**src/rtl/ps2_rx_frame_if.sv**
```systemverilog
// PS/2 receiver bundle: raw PS/2 lines in, 16-bit PIO word out.
// The master side drives the PS/2 lines (device/bench); the slave side is the receiver.
interface ps2_rx_frame_if;
  logic        ps2_clk;
  logic        ps2_data;
  logic [15:0] out_port;

  modport master (
    output ps2_clk,
    output ps2_data,
    input  out_port
  );

  modport slave (
    input  ps2_clk,
    input  ps2_data,
    output out_port
  );
endinterface

```
**src/rtl/ps2_rx_frame.sv**
```systemverilog
// PS/2 device-to-host frame receiver feeding a 16-bit edge-capturing PIO.
// Optional E0/F0 prefix folding is enabled by defining PS2_PREFIX_DECODE_EN.
module ps2_rx_frame #(
  parameter int FILTER_LEN     = 8,
  parameter int TIMEOUT_CYCLES = 100000
) (
  input  logic           clk,
  input  logic           reset_n,
  ps2_rx_frame_if.slave  bus
);

  localparam int              TW       = $clog2(TIMEOUT_CYCLES);
  localparam logic [TW-1:0]   TOUT_MAX = TW'(TIMEOUT_CYCLES - 1);

  typedef enum logic [1:0] {
    IDLE  = 2'd0,
    SHIFT = 2'd1,
    DONE  = 2'd2
  } state_t;

  // bit 0 = ps2_clk, bit 1 = ps2_data
  logic [1:0]            meta_reg;
  logic [1:0]            sync_reg;
  logic [FILTER_LEN-1:0] filt_sh_reg;
  logic                  filt_reg;
  logic                  filt_prev_reg;
  logic                  fall;
  logic                  data_sync;

  state_t                state_reg;
  logic [3:0]            bit_cnt_reg;
  logic [TW-1:0]         tout_reg;
  logic                  tout_flag_reg;
  logic [9:0]            shift_reg;

  logic [7:0]            byte_reg;
  logic                  perr_reg;
  logic                  ferr_reg;
  logic                  terr_reg;
  logic                  busy_reg;
  logic                  strobe_reg;
  logic                  ext_bit;
  logic                  brk_bit;

  logic                  perr_w;
  logic                  ferr_w;
  logic                  good_w;

  // ------------------------------------------------------------------
  // Input conditioning
  // ------------------------------------------------------------------
  always_ff @(posedge clk or negedge reset_n) begin
    if (!reset_n) begin
      meta_reg      <= 2'b11;
      sync_reg      <= 2'b11;
      filt_sh_reg   <= '1;
      filt_reg      <= 1'b1;
      filt_prev_reg <= 1'b1;
    end else begin
      meta_reg      <= {bus.ps2_data, bus.ps2_clk};
      sync_reg      <= meta_reg;
      filt_sh_reg   <= {filt_sh_reg[FILTER_LEN-2:0], sync_reg[0]};
      // Hysteresis: only a full window of agreeing samples moves the filtered clock
      if (filt_sh_reg == '0) begin
        filt_reg <= 1'b0;
      end else if (&filt_sh_reg) begin
        filt_reg <= 1'b1;
      end
      filt_prev_reg <= filt_reg;
    end
  end

  assign fall      = filt_prev_reg & ~filt_reg;
  assign data_sync = sync_reg[1];

  // Frame checks on the completed shift register (data[7:0], parity, stop)
  assign perr_w = ~(^shift_reg[8:0]);
  assign ferr_w = ~shift_reg[9];
  assign good_w = ~perr_w & ~ferr_w & ~tout_flag_reg;

`ifdef PS2_PREFIX_DECODE_EN
  logic ext_reg;
  logic brk_reg;
  logic ext_out_reg;
  logic brk_out_reg;
  assign ext_bit = ext_out_reg;
  assign brk_bit = brk_out_reg;
`else
  assign ext_bit = 1'b0;
  assign brk_bit = 1'b0;
`endif

  // ------------------------------------------------------------------
  // Frame FSM with registered PIO fields
  // ------------------------------------------------------------------
  always_ff @(posedge clk or negedge reset_n) begin
    if (!reset_n) begin
      state_reg     <= IDLE;
      bit_cnt_reg   <= 4'd0;
      tout_reg      <= '0;
      tout_flag_reg <= 1'b0;
      shift_reg     <= 10'd0;
      byte_reg      <= 8'd0;
      perr_reg      <= 1'b0;
      ferr_reg      <= 1'b0;
      terr_reg      <= 1'b0;
      busy_reg      <= 1'b0;
      strobe_reg    <= 1'b0;
`ifdef PS2_PREFIX_DECODE_EN
      ext_reg       <= 1'b0;
      brk_reg       <= 1'b0;
      ext_out_reg   <= 1'b0;
      brk_out_reg   <= 1'b0;
`endif
    end else begin
      strobe_reg <= 1'b0;
      case (state_reg)
        IDLE: begin
          if (fall && !data_sync) begin
            bit_cnt_reg   <= 4'd0;
            tout_reg      <= '0;
            tout_flag_reg <= 1'b0;
            state_reg     <= SHIFT;
            busy_reg      <= 1'b1;
          end
        end

        SHIFT: begin
          if (fall) begin
            shift_reg   <= {data_sync, shift_reg[9:1]};
            bit_cnt_reg <= bit_cnt_reg + 4'd1;
            tout_reg    <= '0;
            if (bit_cnt_reg == 4'd9) begin
              state_reg <= DONE;
            end
          end else if (tout_reg == TOUT_MAX) begin
            tout_flag_reg <= 1'b1;
            state_reg     <= DONE;
          end else begin
            tout_reg <= tout_reg + 1'b1;
          end
        end

        DONE: begin
          state_reg <= IDLE;
          busy_reg  <= 1'b0;
`ifdef PS2_PREFIX_DECODE_EN
          // Good prefix bytes are absorbed into flags and produce no strobe
          if (good_w && shift_reg[7:0] == 8'hE0) begin
            ext_reg <= 1'b1;
          end else if (good_w && shift_reg[7:0] == 8'hF0) begin
            brk_reg <= 1'b1;
          end else begin
            strobe_reg  <= 1'b1;
            byte_reg    <= tout_flag_reg ? 8'h00 : shift_reg[7:0];
            perr_reg    <= perr_w & ~tout_flag_reg;
            ferr_reg    <= ferr_w & ~tout_flag_reg;
            terr_reg    <= tout_flag_reg;
            ext_out_reg <= good_w & ext_reg;
            brk_out_reg <= good_w & brk_reg;
            ext_reg     <= 1'b0;
            brk_reg     <= 1'b0;
          end
`else
          strobe_reg <= 1'b1;
          byte_reg   <= tout_flag_reg ? 8'h00 : shift_reg[7:0];
          perr_reg   <= perr_w & ~tout_flag_reg;
          ferr_reg   <= ferr_w & ~tout_flag_reg;
          terr_reg   <= tout_flag_reg;
`endif
        end

        default: begin
          state_reg <= IDLE;
          busy_reg  <= 1'b0;
        end
      endcase
    end
  end

  assign bus.out_port = {strobe_reg, busy_reg, 1'b0, brk_bit, ext_bit,
                         terr_reg, ferr_reg, perr_reg, byte_reg};

endmodule
```
**src/flat_wrapper.sv**
```systemverilog
// flat-port wrapper written by rule: the top's interface ports become plain ports
module ps2_rx_frame_flat 
#(
  parameter int FILTER_LEN     = 8,
  parameter int TIMEOUT_CYCLES = 100000
)
  (clk, reset_n, bus_ps2_clk, bus_ps2_data, bus_out_port);
  ps2_rx_frame_if bus_i ();
  input  logic clk;
  input  logic reset_n;
  input wire logic [$bits(bus_i.ps2_clk)-1:0] bus_ps2_clk;
  input wire logic [$bits(bus_i.ps2_data)-1:0] bus_ps2_data;
  output wire logic [$bits(bus_i.out_port)-1:0] bus_out_port;
  assign bus_i.ps2_clk = bus_ps2_clk;
  assign bus_i.ps2_data = bus_ps2_data;
  assign bus_out_port = bus_i.out_port;
  ps2_rx_frame #(.FILTER_LEN(FILTER_LEN), .TIMEOUT_CYCLES(TIMEOUT_CYCLES)) u_core (.clk(clk), .reset_n(reset_n), .bus(bus_i));
endmodule
```
**config.mk**
```make
export PLATFORM = sky130hd
export DESIGN_NAME = ps2_rx_frame_flat
export DESIGN_NICKNAME = d
export VERILOG_FILES = /design/src/rtl/ps2_rx_frame_if.sv /design/src/rtl/ps2_rx_frame.sv /design/src/flat_wrapper.sv
export SDC_FILE = /design/constraint.sdc
export NUM_CORES = 1
export LEC_CHECK = 0
export ABC_AREA = 1
export CORE_ASPECT_RATIO = 1.25
export CORE_MARGIN = 2
export CORE_UTILIZATION = 61
export DETAILED_ROUTE_END_ITERATION = 8
export DONT_BUFFER_PORTS = 1
export PLACE_DENSITY = 0.77
export SLEW_MARGIN = 20
export SYNTH_ARGS = -nofsm -noshare
export SYNTH_HDL_FRONTEND = slang
export SYNTH_SLANG_ARGS = --single-unit
```
**constraint.sdc**
```tcl
create_clock -name clk -period 2.9 [get_ports clk]
set_input_delay 0.29 -clock clk [delete_from_list [all_inputs] [get_ports clk]]
set_output_delay 0.29 -clock clk [all_outputs]
set_load 0.01 [all_outputs]
```
* Yosys cells after proc, flatten, opt, wreduce, memory -nomap -nowiden
Index checks and enable logic that the tools add are counted. W data, S select, Z words.
Word-level totals: flip-flop bits (word level) 61, input bits 4, output and inout port bits 16, logic and storage cells 73
Cells by class: add/subtract/negate cells 2, equal/unequal tests 11, multiplexer cells 22, bitwise logic cells 8, reduce and logical (&&, ||, !) cells 14
Operators by type and width (number):
- $mux W17 | 3
- $pmux W17 S2 | 1
- $add A17 B1 Y17 const B | 1
- $eq A17 B17 Y1 const B | 1
- $reduce_and A3 Y1 | 3
- $reduce_xor A9 Y1 | 1
- $logic_not A8 Y1 | 1
- $mux W2 | 4
- $mux W4 | 2
- $mux W8 | 1
- $pmux W4 S2 | 1
- $reduce_and A8 Y1 | 1
- $mux W1 | 7
- $ne A2 B1 Y1 const B | 3
- $not A1 Y1 | 5
- $add A4 B1 Y4 const B | 1
- $eq A4 B4 Y1 const B | 1
- $pmux W1 S2 | 2
- $pmux W2 S2 | 1
- $reduce_and A2 Y1 | 2
- $reduce_and A4 Y1 | 1
- $reduce_bool A2 Y1 | 2
- $and A1 B1 Y1 | 3
- $ne A3 B1 Y1 const B | 1
- other kinds (8) | 8

* Longest topological paths before layout
depth in word-level cells 5, mapped depth 10, depth with buffers taken out 10

* Least setup slack after synthesis
OpenSTA, ideal clock, no wires.
kind register -> register, from register u_core.tout_reg[0], to register u_core.tout_reg[10], library setup time 0.117 ns, arrival 1.345 ns, data required time 2.783 ns, slack 1.439 ns, stages on the path, launching flop included 9, buffers on the path 0, clock period less this slack 1.461 ns, path through dfrtp_1 ha_1 nand3_4 nor2_4 nand4_4 nand2_4 inv_2 nand2_1 nand2_1
On the way: longest elaborated chain between the ends 4, elaborated cells between the ends (all ways) 7, those cells by class 1 x add/sub; 2 x eq/ne; 3 x mux; 1 x reduce/logical
Ends and longest elaborated chain:
- start: declaration | line ps2_rx_frame.sv:32 | logic [TW-1:0] tout_reg;
- start signal: assignment | line ps2_rx_frame.sv:140 | tout_reg <= tout_reg + 1'b1;
- $add A17 B1 Y17 | line ps2_rx_frame.sv:140
- $mux W17 | line ps2_rx_frame.sv:136 | end else if (tout_reg == TOUT_MAX) begin
- $mux W17 | line ps2_rx_frame.sv:129 | if (fall) begin
- $pmux W17 S2 | line ps2_rx_frame.sv:117 | case (state_reg)
Several ways; a longest one is shown, not always the timed one. The select of a mux whose other input is x is not followed. A chain may end at the register's enable or synchronous reset.

* Worst setup path in the final report
from register u_core.filt_prev_reg, to register u_core.tout_reg[10]
On the way: longest elaborated chain between the ends 4, elaborated cells between the ends (all ways) 7, those cells by class 2 x eq/ne; 2 x mux; 1 x bitwise; 2 x reduce/logical
Ends and longest elaborated chain:
- start: declaration | line ps2_rx_frame.sv:26 | logic filt_prev_reg;
- start signal: assignment | line ps2_rx_frame.sv:69 | filt_prev_reg <= filt_reg;
- $and A1 B1 Y1 (*) | line ps2_rx_frame.sv:73 | assign fall = filt_prev_reg & ~filt_reg;
- $logic_and A1 B1 Y1 | line ps2_rx_frame.sv:119 | if (fall && !data_sync) begin
- $ne A2 B1 Y1 (no line)
- $reduce_and A3 Y1 (no line)
Every way passes the cells marked *; elsewhere a longest branch is shown, timed or not.

==> flow_summary_export.csv <==
group,metric,value,unit
timing,drv_slew,0,
global_routing,grt-ovfl-total,0,
worst_setup_path,criticalPathCategory,"flop to flop",
worst_setup_path,worstPathCellList,"nand2_1, o21ai_1, inv_1, nor2_4, nand2_4, inv_2, nand2_1, nand2_1",
synthesis,synth.area.mux_share,0,%
clock_network,clockRootBuffer,"clkbuf_8",
synthesis,netlist_area,3090,sq um
synthesis,synth_cell_type_count,35,
clock_network,cts_buffers,9,
synthesis,yosysSeqAreaShare,50.0,%
synthesis,synth_area_per_cell,8.41,sq um
hold_path,min_path_type,"flop to flop",
worst_setup_path,cpMostUsedCell,"nand2_1",
routing,firstDrtPassIters,4,
place,pre_cts_slack,0.930,ns
die,start_util,64.3,%
worst_setup_path,timing.rr.start,"u_core.filt_prev_reg$_DFF_PN1_",
synthesis,synth-async-reset-ratio,100,%
synthesis,ys_warn_count,0,
worst_setup_path,critPathCaptureType,"flop",
place,gp_congestion,0.884,
worst_setup_path,cp_slowest_cell,"dfstp_2",
synthesis,synth_edf_count,0,
timing,fin_worst_skew,0.00790,ns
die,core_area,4800,sq um
place,io_buffers,0,
pwr,p_per_area,672,nW/um^2
routing,routed_wl,5820,um
place,post_dp_cell_area,3070,sq um
final_layout,utilization,69.2,%
routing,vias_per_cell,5.30,
job,drv_cap,0,
synthesis,synth_compound_area_share,8.27,%
clock_network,cts_tree,"yes",
die,dieArea,5650,sq um
clock_network,path_clk_slew,0.07,ns
clock_network,worstSkewPairLatency,0.34,ns
routing,wl_per_cell,13.4,um
pwr,p_leak,1.55,nW
worst_setup_path,crit_path_start,"u_core.filt_prev_reg$_DFF_PN1_",
final_layout,mostFrequentLayoutCell,"nand2_1",
synthesis,synth-simple-area-share,29.0,%
routing,drcViolationCount,0,
worst_setup_path,worstPathMaxFanout,13,
worst_setup_path,ff2ff_setup_slack,0.90,ns
worst_setup_path,reg2regPathDepth,8,
synthesis,synth_xor_area_share,1.42,%
global_routing,track_usage,23.5,%
worst_setup_path,critPathLaunchType,"flop",
routing,num_vias,2310,
timing,fmax,501,MHz
timing,fin_crit,2.00,ns
clock_network,cts_num_sinks,61,
die,rows,28,
pwr,p_total,2.23,mW
routing,drtIter0Drc,149,
timing,setup_slack,0.904,ns
place,dp_hpwl,4260,um
global_routing,grt_pass1_vias,2203,
final_layout,n_antenna_cell,0,
timing,grt_setup_unrepaired,"no",
worst_setup_path,worstPathRequired,3.18,ns
synthesis,syn_inst,367,
synthesis,ys_seq_elements,61,
worst_setup_path,r2r_end,"u_core.tout_reg[10]$_DFFE_PN0P_",
pwr,peakVddDrop,0.597,mV
worst_setup_path,arrival,2.28,ns
clock_network,ctsHtreeMaxLevel,3,
timing,fin_crit_sh,68.8,%
synthesis,yosys.area_share.adder,1.22,%
synthesis,synth_top_family_by_area,"simple AND/OR/NAND/NOR gates",
clock_network,cts_resized,0,
worst_setup_path,endpoint,"u_core.tout_reg[10]$_DFFE_PN0P_",
worst_setup_path,max_stage_delay,0.53,ns
die,fp.dieW,67.6,um
final_layout,nets,378,
status,outcome,"complete, no violations",
die,io_pins,20,
timing,hold_viol_final,0,
global_routing,antenna_found_initial,0,
timing,tns,0,ns
final_layout,area_delta_synth_final,7.58,%
global_routing,grt_pass1_wl,9920,um
timing,setup_viol,0,
clock_network,max-clock-path-buffers,2,
die,die_h,83.5,um
final_layout,final_area,3320,sq um
global_routing,grt_max_degree,62,
final_layout,largest_reg_flops,17,
routing,postRouteAntennaNets,0,
final_layout,drive_gt1_share,17.6,%
final_layout,layout_common_cells,"nand2_1, inv_1, dfrtp_1, nand3_1, nor2_1",
synthesis,yosys_most_used_dff,"dfrtp_1",
[metrics by stage]
| stage | instances | hold slack, ns |
|---|---|---|
| CTS | 436 | 0.359 |
| floorplan | 369 | -0.00559 |
| detailed placement | 416 | -0.00408 |
| global route | 436 | 0.365 |
| finish | 436 | 0.357 |
| global placement | 416 | -0.00366 |
[metal layers]
layer / part of all wire (%) / GRT usage, %
met3: 4.6 / 7.83
met5: 0 / 0
met2: 50 / 36.9
met1: 44 / 29.9
met4: 1.7 / 8.35
[area by class of cell]
type                    instances  area [sq um]
flip-flops and latches         61          1540
clock inverters                 6          41.3
repair buffers                  5          65.1
clock buffers                  10           149
well taps                      60          75.1
fillers                       384          1480
inverters                      54           203
multi-input cells             240          1240
[report_power, final]
group	leakage (nW)	internal [mW]	total, mW	switching, mW
Combinational	0.659	0.131	0.458	0.327
Clock	0.0991	0.365	0.714	0.349
Sequential	0.790	0.953	1.06	0.107
Total	1.55	1.45	2.23	0.783
[worst min-delay path by stage]
stage,to,cells after the start,startpoint
after CTS,u_core.sync_reg[1]$_DFF_PN1_,0,u_core.meta_reg[1]$_DFF_PN1_
final,u_core.sync_reg[1]$_DFF_PN1_,0,u_core.meta_reg[1]$_DFF_PN1_
after detailed placement,u_core.tout_reg[12]$_DFFE_PN0P_,0,reset_n
after floorplan,u_core.bit_cnt_reg[0]$_DFFE_PN0P_,0,reset_n
after global placement,u_core.tout_reg[8]$_DFFE_PN0P_,0,reset_n
after global routing,u_core.filt_sh_reg[0]$_DFF_PN1_,0,u_core.sync_reg[0]$_DFF_PN1_
[kinds of logic after synthesis]
family / count (synthesis)
AND/OR/NAND/NOR: 189
buffers and inverters: 68
flip-flops: 61
AO/OA/AOI/OAI: 40
XOR/XNOR: 5
adder cells (fa/ha/maj): 3
other: 1
[synth_stat cells (4+ instances only)]
library cell / instances / area share (%)
nand3_1: 32 / 5.2
o21ai_0: 19 / 3.1
nor2_2: 5 / 1.0
nor4_1: 4 / 0.81
inv_1: 50 / 6.1
nand2_2: 6 / 1.2
dfrtp_1: 47 / 38
nor2_1: 29 / 3.5
nand4_1: 14 / 2.8
nand2_1: 87 / 11
buf_4: 9 / 2.2
dfstp_2: 14 / 12
o21ai_2: 12 / 3.4
[critical path, delay by kind of cell, from the launching register on]
| kind | cells | cell delay (ns) |
|---|---|---|
| AND/OR/NAND/NOR | 5 | 0.77 |
| flip-flops | 1 | 0.53 |
| buffers and inverters | 2 | 0.33 |
| AO/OA/AOI/OAI | 1 | 0.30 |
[what timing repair did]
action / in CTS / in global routing
hold buffers: 4 / 0
endpoints found under the hold margin: 63 / 0
setup buffers: 0 / 0
Note: power is estimated with default switching activity, not from simulation.
